**src/rtl/pong_score_scheduler.sv**
```systemverilog
// Pong scoreboard: BCD scores committed in vertical blank, play/game-over FSM,
// and a per-pixel time-shared digit slot scheduler feeding one seven-segment renderer.
//
// state     | meaning
// PLAY      | points collected as pending flags, committed at frame_start
// GAME_OVER | scores frozen, winner's digits blink every BLINK_FRAMES frames
module pong_score_scheduler #(
  parameter int         WIN_SCORE    = 11,
  parameter logic [9:0] LEFT_X       = 10'd260,
  parameter logic [9:0] RIGHT_X      = 10'd340,
  parameter logic [9:0] DIGIT_Y      = 10'd16,
  parameter logic [9:0] DIGIT_PITCH  = 10'd24,
  parameter int         BLINK_FRAMES = 30
) (
  input  logic       clk,
  input  logic       reset,
  input  logic [9:0] xpos,
  input  logic [9:0] ypos,
  input  logic       frame_start,
  input  logic       point_left,
  input  logic       point_right,
  input  logic       new_game,
  output logic [9:0] digit_x,
  output logic [9:0] digit_y,
  output logic [3:0] digit,
  output logic [9:0] xpos_q,
  output logic [9:0] ypos_q,
  output logic [7:0] score_left,
  output logic [7:0] score_right,
  output logic       game_over,
  output logic       winner
);

  typedef enum logic {
    PLAY      = 1'b0,
    GAME_OVER = 1'b1
  } stateT;

  localparam int         BW         = (BLINK_FRAMES > 1) ? $clog2(BLINK_FRAMES) : 1;
  localparam logic [BW-1:0] BLINK_LAST = BW'(BLINK_FRAMES - 1);
  localparam logic [7:0] WIN_BCD    = {4'(WIN_SCORE / 10), 4'(WIN_SCORE % 10)};
  localparam logic [9:0] LO_X       = LEFT_X + DIGIT_PITCH;
  localparam logic [9:0] RO_X       = RIGHT_X + DIGIT_PITCH;
  localparam logic [3:0] BLANK      = 4'hF;

  stateT         state, stateNext;
  logic [7:0]    scoreL, scoreLNext, scoreR, scoreRNext;
  logic [7:0]    incL, incR;
  logic          pendL, pendLNext, pendR, pendRNext;
  logic [BW-1:0] blinkCnt, blinkCntNext;
  logic          blinkOff, blinkOffNext;
  logic          winnerQ, winnerNext;
  logic          hitL, hitR;

  function automatic logic [7:0] bcdInc(input logic [7:0] s);
    if (s[3:0] == 4'd9) return {s[7:4] + 4'd1, 4'd0};
    return {s[7:4], s[3:0] + 4'd1};
  endfunction

  // Widened to 11 bits so slots near the right edge cannot wrap
  function automatic logic inSlot(input logic [9:0] x, input logic [9:0] sx);
    logic [10:0] lo;
    logic [10:0] hi;
    lo = {1'b0, sx};
    hi = {1'b0, sx} + {1'b0, DIGIT_PITCH} - 11'd1;
    return ({1'b0, x} >= lo) && ({1'b0, x} <= hi);
  endfunction

  always_ff @(posedge clk) begin
    if (reset) begin
      state    <= PLAY;
      scoreL   <= 8'h00;
      scoreR   <= 8'h00;
      pendL    <= 1'b0;
      pendR    <= 1'b0;
      blinkCnt <= '0;
      blinkOff <= 1'b0;
      winnerQ  <= 1'b0;
    end else begin
      state    <= stateNext;
      scoreL   <= scoreLNext;
      scoreR   <= scoreRNext;
      pendL    <= pendLNext;
      pendR    <= pendRNext;
      blinkCnt <= blinkCntNext;
      blinkOff <= blinkOffNext;
      winnerQ  <= winnerNext;
    end
  end

  always_comb begin
    stateNext    = state;
    scoreLNext   = scoreL;
    scoreRNext   = scoreR;
    pendLNext    = pendL;
    pendRNext    = pendR;
    blinkCntNext = blinkCnt;
    blinkOffNext = blinkOff;
    winnerNext   = winnerQ;
    hitL         = pendL | point_left;
    hitR         = pendR | point_right;
    incL         = bcdInc(scoreL);
    incR         = bcdInc(scoreR);

    if (new_game) begin
      stateNext    = PLAY;
      scoreLNext   = 8'h00;
      scoreRNext   = 8'h00;
      pendLNext    = 1'b0;
      pendRNext    = 1'b0;
      blinkCntNext = '0;
      blinkOffNext = 1'b0;
      winnerNext   = 1'b0;
    end else if (state == PLAY) begin
      pendLNext    = hitL;
      pendRNext    = hitR;
      blinkCntNext = '0;
      blinkOffNext = 1'b0;
      if (frame_start) begin
        pendLNext = 1'b0;
        pendRNext = 1'b0;
        if (hitL) scoreLNext = incL;
        // A left win discards the right player's point from the same frame
        if (hitL && incL == WIN_BCD) begin
          stateNext  = GAME_OVER;
          winnerNext = 1'b0;
        end else if (hitR) begin
          scoreRNext = incR;
          if (incR == WIN_BCD) begin
            stateNext  = GAME_OVER;
            winnerNext = 1'b1;
          end
        end
      end
    end else begin
      pendLNext = 1'b0;
      pendRNext = 1'b0;
      if (frame_start) begin
        if (blinkCnt == BLINK_LAST) begin
          blinkCntNext = '0;
          blinkOffNext = ~blinkOff;
        end else begin
          blinkCntNext = blinkCnt + BW'(1);
        end
      end
    end
  end

  logic       yHit;
  logic       blankL, blankR;
  logic [3:0] ltVal, loVal, rtVal, roVal;
  logic [3:0] digitD;
  logic [9:0] digitXD, digitYD;

  assign yHit = ({1'b0, ypos} >= {1'b0, DIGIT_Y}) &&
                ({1'b0, ypos} <= ({1'b0, DIGIT_Y} + 11'd31));

  always_comb begin
    blankL = (state == GAME_OVER) && blinkOff && !winnerQ;
    blankR = (state == GAME_OVER) && blinkOff && winnerQ;
    ltVal  = (blankL || scoreL[7:4] == 4'd0) ? BLANK : scoreL[7:4];
    loVal  = blankL ? BLANK : scoreL[3:0];
    rtVal  = (blankR || scoreR[7:4] == 4'd0) ? BLANK : scoreR[7:4];
    roVal  = blankR ? BLANK : scoreR[3:0];

    digitD  = BLANK;
    digitXD = 10'd0;
    digitYD = 10'd0;
    if (yHit) begin
      if (inSlot(xpos, LEFT_X)) begin
        digitD  = ltVal;
        digitXD = LEFT_X;
        digitYD = DIGIT_Y;
      end else if (inSlot(xpos, LO_X)) begin
        digitD  = loVal;
        digitXD = LO_X;
        digitYD = DIGIT_Y;
      end else if (inSlot(xpos, RIGHT_X)) begin
        digitD  = rtVal;
        digitXD = RIGHT_X;
        digitYD = DIGIT_Y;
      end else if (inSlot(xpos, RO_X)) begin
        digitD  = roVal;
        digitXD = RO_X;
        digitYD = DIGIT_Y;
      end
    end
  end

  always_ff @(posedge clk) begin
    if (reset) begin
      digit   <= BLANK;
      digit_x <= 10'd0;
      digit_y <= 10'd0;
      xpos_q  <= 10'd0;
      ypos_q  <= 10'd0;
    end else begin
      digit   <= digitD;
      digit_x <= digitXD;
      digit_y <= digitYD;
      xpos_q  <= xpos;
      ypos_q  <= ypos;
    end
  end

  assign score_left  = scoreL;
  assign score_right = scoreR;
  assign game_over   = (state == GAME_OVER);
  assign winner      = winnerQ;

endmodule

```
**config.mk**
```make
export PLATFORM = sky130hd
export DESIGN_NAME = pong_score_scheduler
export DESIGN_NICKNAME = d
export VERILOG_FILES = /design/src/rtl/pong_score_scheduler.sv
export SDC_FILE = /design/constraint.sdc
export NUM_CORES = 1
export LEC_CHECK = 0
export BUFFER_PORTS_ARGS = -buffer_cell sky130_fd_sc_hd__buf_4
export CAP_MARGIN = 5
export CORE_AREA = 2 2 92 85
export CTS_CLUSTER_DIAMETER = 100
export CTS_CLUSTER_SIZE = 8
export DETAILED_ROUTE_END_ITERATION = 6
export DIE_AREA = 0 0 94 87
export PLACE_DENSITY_LB_ADDON = 0.1
export SLEW_MARGIN = 10
export SYNTH_ARGS = -nofsm -noshare
export SYNTH_HDL_FRONTEND = slang
export SYNTH_SLANG_ARGS = --single-unit
```
**constraint.sdc**
```tcl
create_clock -name clk -period 3.2 [get_ports clk]
set_input_delay 0.64 -clock clk [delete_from_list [all_inputs] [get_ports clk]]
set_output_delay 0.64 -clock clk [all_outputs]
set_load 0.005 [all_outputs]
```
# Word-level counts from Yosys, hierarchy flattened

Cells that the tools add are included.

Add/sub/neg operators: 5
Multipliers: 0
Divide/modulo/power cells: 0
$lt $le $gt $ge: 10
Equal/unequal tests: 5
Shifts and indexed selects: 0
Muxes and demuxes: 31
Bitwise gates (word level): 6
Reductions and logical operators: 27

Operators with widths:

| cell                  | number |
|---|---|
| $ge A10 B9 Y1 const B | 4 |
| $le A10 B9 Y1 const B | 4 |
| $mux W9               | 4 |
| $mux W4               | 8 |
| $mux W8               | 4 |
| $mux W5               | 5 |
| $add A4 B1 Y4 const B | 4 |
| $eq A8 B5 Y1 const B  | 2 |
| $ge A10 B5 Y1 const B | 1 |
| $le A10 B6 Y1 const B | 1 |
| $mux W1               | 10 |
| $logic_and A1 B1 Y1   | 9 |
| $eq A4 B4 Y1 const B  | 2 |
| $logic_not A4 Y1      | 2 |
| $reduce_and A4 Y1     | 2 |
| $reduce_or A4 Y1      | 2 |
| $reduce_or A3 Y1      | 2 |
| $add A5 B1 Y5 const B | 1 |
| $eq A5 B5 Y1 const B  | 1 |
| $reduce_or A5 Y1      | 1 |
| $not A1 Y1            | 4 |
| $reduce_bool A2 Y1    | 2 |
| $reduce_or A2 Y1      | 2 |
| $reduce_and A3 Y1     | 1 |
| other kinds (4)       | 6 |

Register bits: 70
Latch bits: 0
Bits in writable memories: 0
Bits in read-only memories: 0
Input bits: 26
Output and inout port bits: 62
Logic and storage cells: 101
Memories kept: 0

# Depth between registers and ports, before layout

Depth after elaboration: 9
Depth in mapped cells: 7

# Least setup slack after synthesis

No wires, ideal clock.

Kind: input -> register
Start: input xpos[5]
End: register digit[0]
Setup time: 0.146 ns
Arrival time: 1.740 ns
Required time: 3.054 ns
Slack: 1.314 ns
Stages on the path: 5
Path buffers: 1
Cell sequence: clkbuf_1 -> nor2_1 -> or4b_1 -> o22ai_1 -> o311ai_1

Word-level cells in the longest chain between the ends: 6
Elaborated cells between the ends (all ways): 16

RTL lines:

| what                                                  | line | text |
|---|---|---|
| start: declaration                                    | 17   | `input logic [9:0] xpos,` |
| $ge A10 B9 Y1 / $le A10 B9 Y1 (equally long branches) | 66   | `return ({1'b0, x} >= lo) && ({1'b0, x} <= hi);` |
| $logic_and A1 B1 Y1                                   | 66   |  |
| $mux W4                                               | 182  | `end else if (inSlot(xpos, RO_X)) begin` |
| $mux W4                                               | 178  | `end else if (inSlot(xpos, RIGHT_X)) begin` |
| $mux W4                                               | 174  | `end else if (inSlot(xpos, LO_X)) begin` |
| $mux W4 *                                             | 170  | `if (inSlot(xpos, LEFT_X)) begin` |
| end signal: assignment                                | 198  | `digit <= digitD;` |
| end: declaration                                      | 25   | `output logic [3:0] digit,` |

Mark *: on every way between the ends. The rest lies on a longest branch, timed or not.
A chain may end at the register's enable or synchronous reset.

# Worst setup path in the final report

Start: register scoreR[4] (netlist: score_right[4])
End: register digit[3]

Word-level cells in the longest chain between the ends: 6

RTL lines:

| what                     | line | text |
|---|---|---|
| start: declaration       | 47   | `logic [7:0] scoreL, scoreLNext, scoreR, scoreRNext;` |
| start signal: assignment | 82   | `scoreR <= scoreRNext;` |
| $logic_not A4 Y1         | 163  | `rtVal = (blankR \|\| scoreR[7:4] == 4'd0) ? BLANK : scoreR[7:4];` |
| $logic_or A1 B1 Y1       | 163  |  |
| $mux W4                  | 163  |  |
| $mux W4                  | 178  |  |
| $mux W4                  | 174  |  |
| $mux W4                  | 170  |  |

Every way passes these cells.

==> results.toml <==
[final_layout]
syn_to_final_growth_pct = 25.81
regArea_sq_mm = 0.001101
multi_input_area_sq_mm = 0.001340
num_antenna_cells = 0
finish.utilization_pct = 44.50
nNetsFinal = 392
drive_gt1_share_pct = 25.48
fillers = 736

[synthesis]
ys.warnings.count = 0
synth_seq_cells = 55
syn_area_per_cell_sq_um = 8.835
netlist_instances = 293
synth_cell_types = 54
synth_edf_count = 0
async_reset_ff_share_pct = 0
synth_seq_area_share_pct = 42.53
netlist_area_sq_mm = 0.002589
synth_ff_type = "dfxtp_1"

[global_routing]
grt_overflow_total = 0
busiest_layer = "met2"
antenna_found_initial = 0
first_global_vias = 1993
met2_usage_pct = 23.70
gr-usage-met3_pct = 3.723
grt_max_degree = 25
grt_pass1_wl_mm = 9.666
grt.total_usage_pct = 15.01
grt_util_met1_pct = 20.03

[routing]
drc = 0
wl_mm = 6.053
dr.pass1.iters = 4
drt_iter0_drc = 77
avgViaCountPerCell = 4.794
avgRoutedWirePerCell_um = 13.25
vias = 2191
ant_nets = 0

[timing]
clock.fmax_mhz = 517.9
finalSetupTns_ns = 0
finalSetupViolations = 0
final_hold_viol_count = 0
period_share_pct = 60.34
tightest_slew_ns = 0.4946
max_slew_margin_pct = 66.85
maxSlewViolCount = 0
rsz0062_at_grt = "false"
fin_skew_ns = 0.002903
period_minus_slack_ns = 1.931

[die]
rows = 30
core_sq_mm = 0.007320
pin_count = 88
die-area_sq_mm = 0.008178
die_w_um = 94
die_h_um = 87
initial_utilization_pct = 35.37

[clock_tree]
clk-insertion-delay-late_ns = 0.31
postCtsSetupBuffers = 0
htree_levels = 2
cts-hold-fix-buffers = 0
cts.path.max_buffers = 2
cts_tree = "yes"
root_buffer = "clkbuf_8"
path_clk_slew_ns = 0.10
numCtsBuffers = 5
post_cts_resized = 0
cts_sinks = 55

[worst_setup_path]
crit_required_ns = 3.37
crit_slowest_cell = "or4b_1"
end_kind = "flop"
worstSetupPathType = "flop to flop"
crit_fanout = 6
cpPeakStageDelay_ns = 0.54
r2r_slack_ns = 1.27
crit_path_start_kind = "flop"
path_cells = "inv_1 > ha_1 > a21oi_1 > or4b_1 > o22ai_1 > o311ai_1"
critPathArrivalTime_ns = 2.10

[place]
io_buffers = 74
routabilityCongestion = 0.7657
hpwl_mm = 4.500

[power]
leakage_nw = 1.318
powerDensity_mw_per_mm2 = 378.0
peakVddDrop_mv = 0.1773

[hold_path]
hold_path_class = "flop to flop"

[job]
cap_violations = 0

[run_status]
outcome = "finished clean"
where the power goes:
part | internal [mW] | total, mW | leakage, nW | switching (mW)
clock network | 0.177 | 0.409 | 0.0474 | 0.232
registers | 0.699 | 0.707 | 0.449 | 0.00732
logic | 0.0592 | 0.115 | 0.821 | 0.0561
total | 0.936 | 1.23 | 1.32 | 0.295
synthesized netlist by cell type (2+ instances only):
master | count | share of area, %
xnor2_1 | 8 | 2.7
nor2_1 | 40 | 5.8
xor2_1 | 6 | 2.0
o31ai_1 | 2 | 0.58
nor2b_1 | 25 | 6.0
nor4_1 | 3 | 0.73
buf_4 | 15 | 4.4
mux2i_1 | 3 | 1.2
clkbuf_1 | 11 | 1.6
and3_1 | 4 | 0.97
nor3_1 | 5 | 0.97
nand2b_1 | 3 | 0.73
a211oi_1 | 2 | 0.58
o211ai_1 | 3 | 0.87
ha_1 | 6 | 2.9
a21oi_1 | 9 | 1.7
nand4_1 | 4 | 0.97
nand3_1 | 9 | 1.7
o22ai_1 | 5 | 1.2
o311ai_1 | 4 | 1.4
o21ai_0 | 12 | 2.3
nand3b_1 | 2 | 0.58
nand2_1 | 14 | 2.0
or4_1 | 2 | 0.58
o21ai_1 | 4 | 0.77
inv_1 | 9 | 1.3
dfxtp_1 | 55 | 43
or3_1 | 2 | 0.48
final cells by class:
cell class | count | share of cell area, %
multi-input cells | 214 | 41.15
flip-flops and latches | 55 | 33.81
repair buffers | 75 | 17.29
well taps | 96 | 3.688
clock buffers | 6 | 2.536
inverters | 9 | 1.037
clock inverters | 2 | 0.4994
through the flow:
| step | setup slack [ns] | cells | hold WS, ns | cell area [sq um] | power, mW |
|---|---|---|---|---|---|
| 6_report | 1.269 | 457 | 0.5257 | 3257 | 1.231 |
| 5_1_grt | 1.168 | 457 | 0.5328 | 3257 | 1.290 |
| 4_1_cts | 1.274 | 457 | 0.5275 | 3257 | 1.252 |
| 3_5_place_dp | 1.107 | 449 | 0.5039 | 3158 | 0.8383 |
| 3_3_place_gp | 1.150 | 449 | 0.4911 | 3158 | 0.8380 |
| 2_1_floorplan | 1.314 | 305 | 0.4722 | 2634 | 0.7874 |
layout by cell type (no fill, tap or decap), drive strengths merged, types with 3 or more instances in the layout:
master and count:
xnor2 8, clkbuf 6, xor2 6, o211ai 4, o21ai 16, nand3 9, buf 75, conb 13
nand2b 3, a21oi 9, nor2 41, nand2 14, ha 6, nand4 4, mux2i 4, inv 9
and4bb 3, o311ai 4, o22ai 5, nor2b 25, dfxtp 55, nor3 6, nor4 3, and3 4
registers in the layout, indices dropped and copies added, names as in the netlist:
signal	cells
xpos_q	10
ypos_q	10
score_left	8
score_right	8
blinkCnt	5
digit	4
digit_x	4
blinkOff	1
digit_y	1
game_over	1
pendL	1
pendR	1
winner	1
worst max-delay path: cells and delay by family (launching register included):
kind,cells,cell delay [ns]
DFF,1,0.50
and+or+nand+nor,1,0.54
buffers and inverters,1,0.14
AOI/OAI and AO/OA,3,0.39
adders and majority gates,1,0.22
path summary, 6_finish.rpt:
kind | from | to | cells past startpoint
max | score_right[4]$_SDFFE_PP0P_ | digit[3]$_SDFF_PP1_ | 6
min reg2reg | blinkCnt[3]$_SDFFE_PP0P_ | blinkCnt[3]$_SDFFE_PP0P_ | 2
min | blinkCnt[3]$_SDFFE_PP0P_ | blinkCnt[3]$_SDFFE_PP0P_ | 2
max reg2reg | score_right[4]$_SDFFE_PP0P_ | digit[3]$_SDFF_PP1_ | 6
layer usage:
layer  up-vias  share of wire (%)
li1       1116                  -
met1       988                 49
met2        80                 42
met3         7                7.7
met4         0                1.2
met5         -                  0
logic make-up after synthesis:
kind of cell    count (synthesis)  share of synthesized area [%]
mux                             4                          2.030
xor+xnor                       14                          4.737
compound gates                 49                          12.66
other cells                     1                         0.1449
fa+ha+maj                       7                          3.287
buf+inv                        36                          7.443
simple gates                  127                          27.16
flops                          55                          42.53
Note: power is estimated with default switching activity, not from simulation.
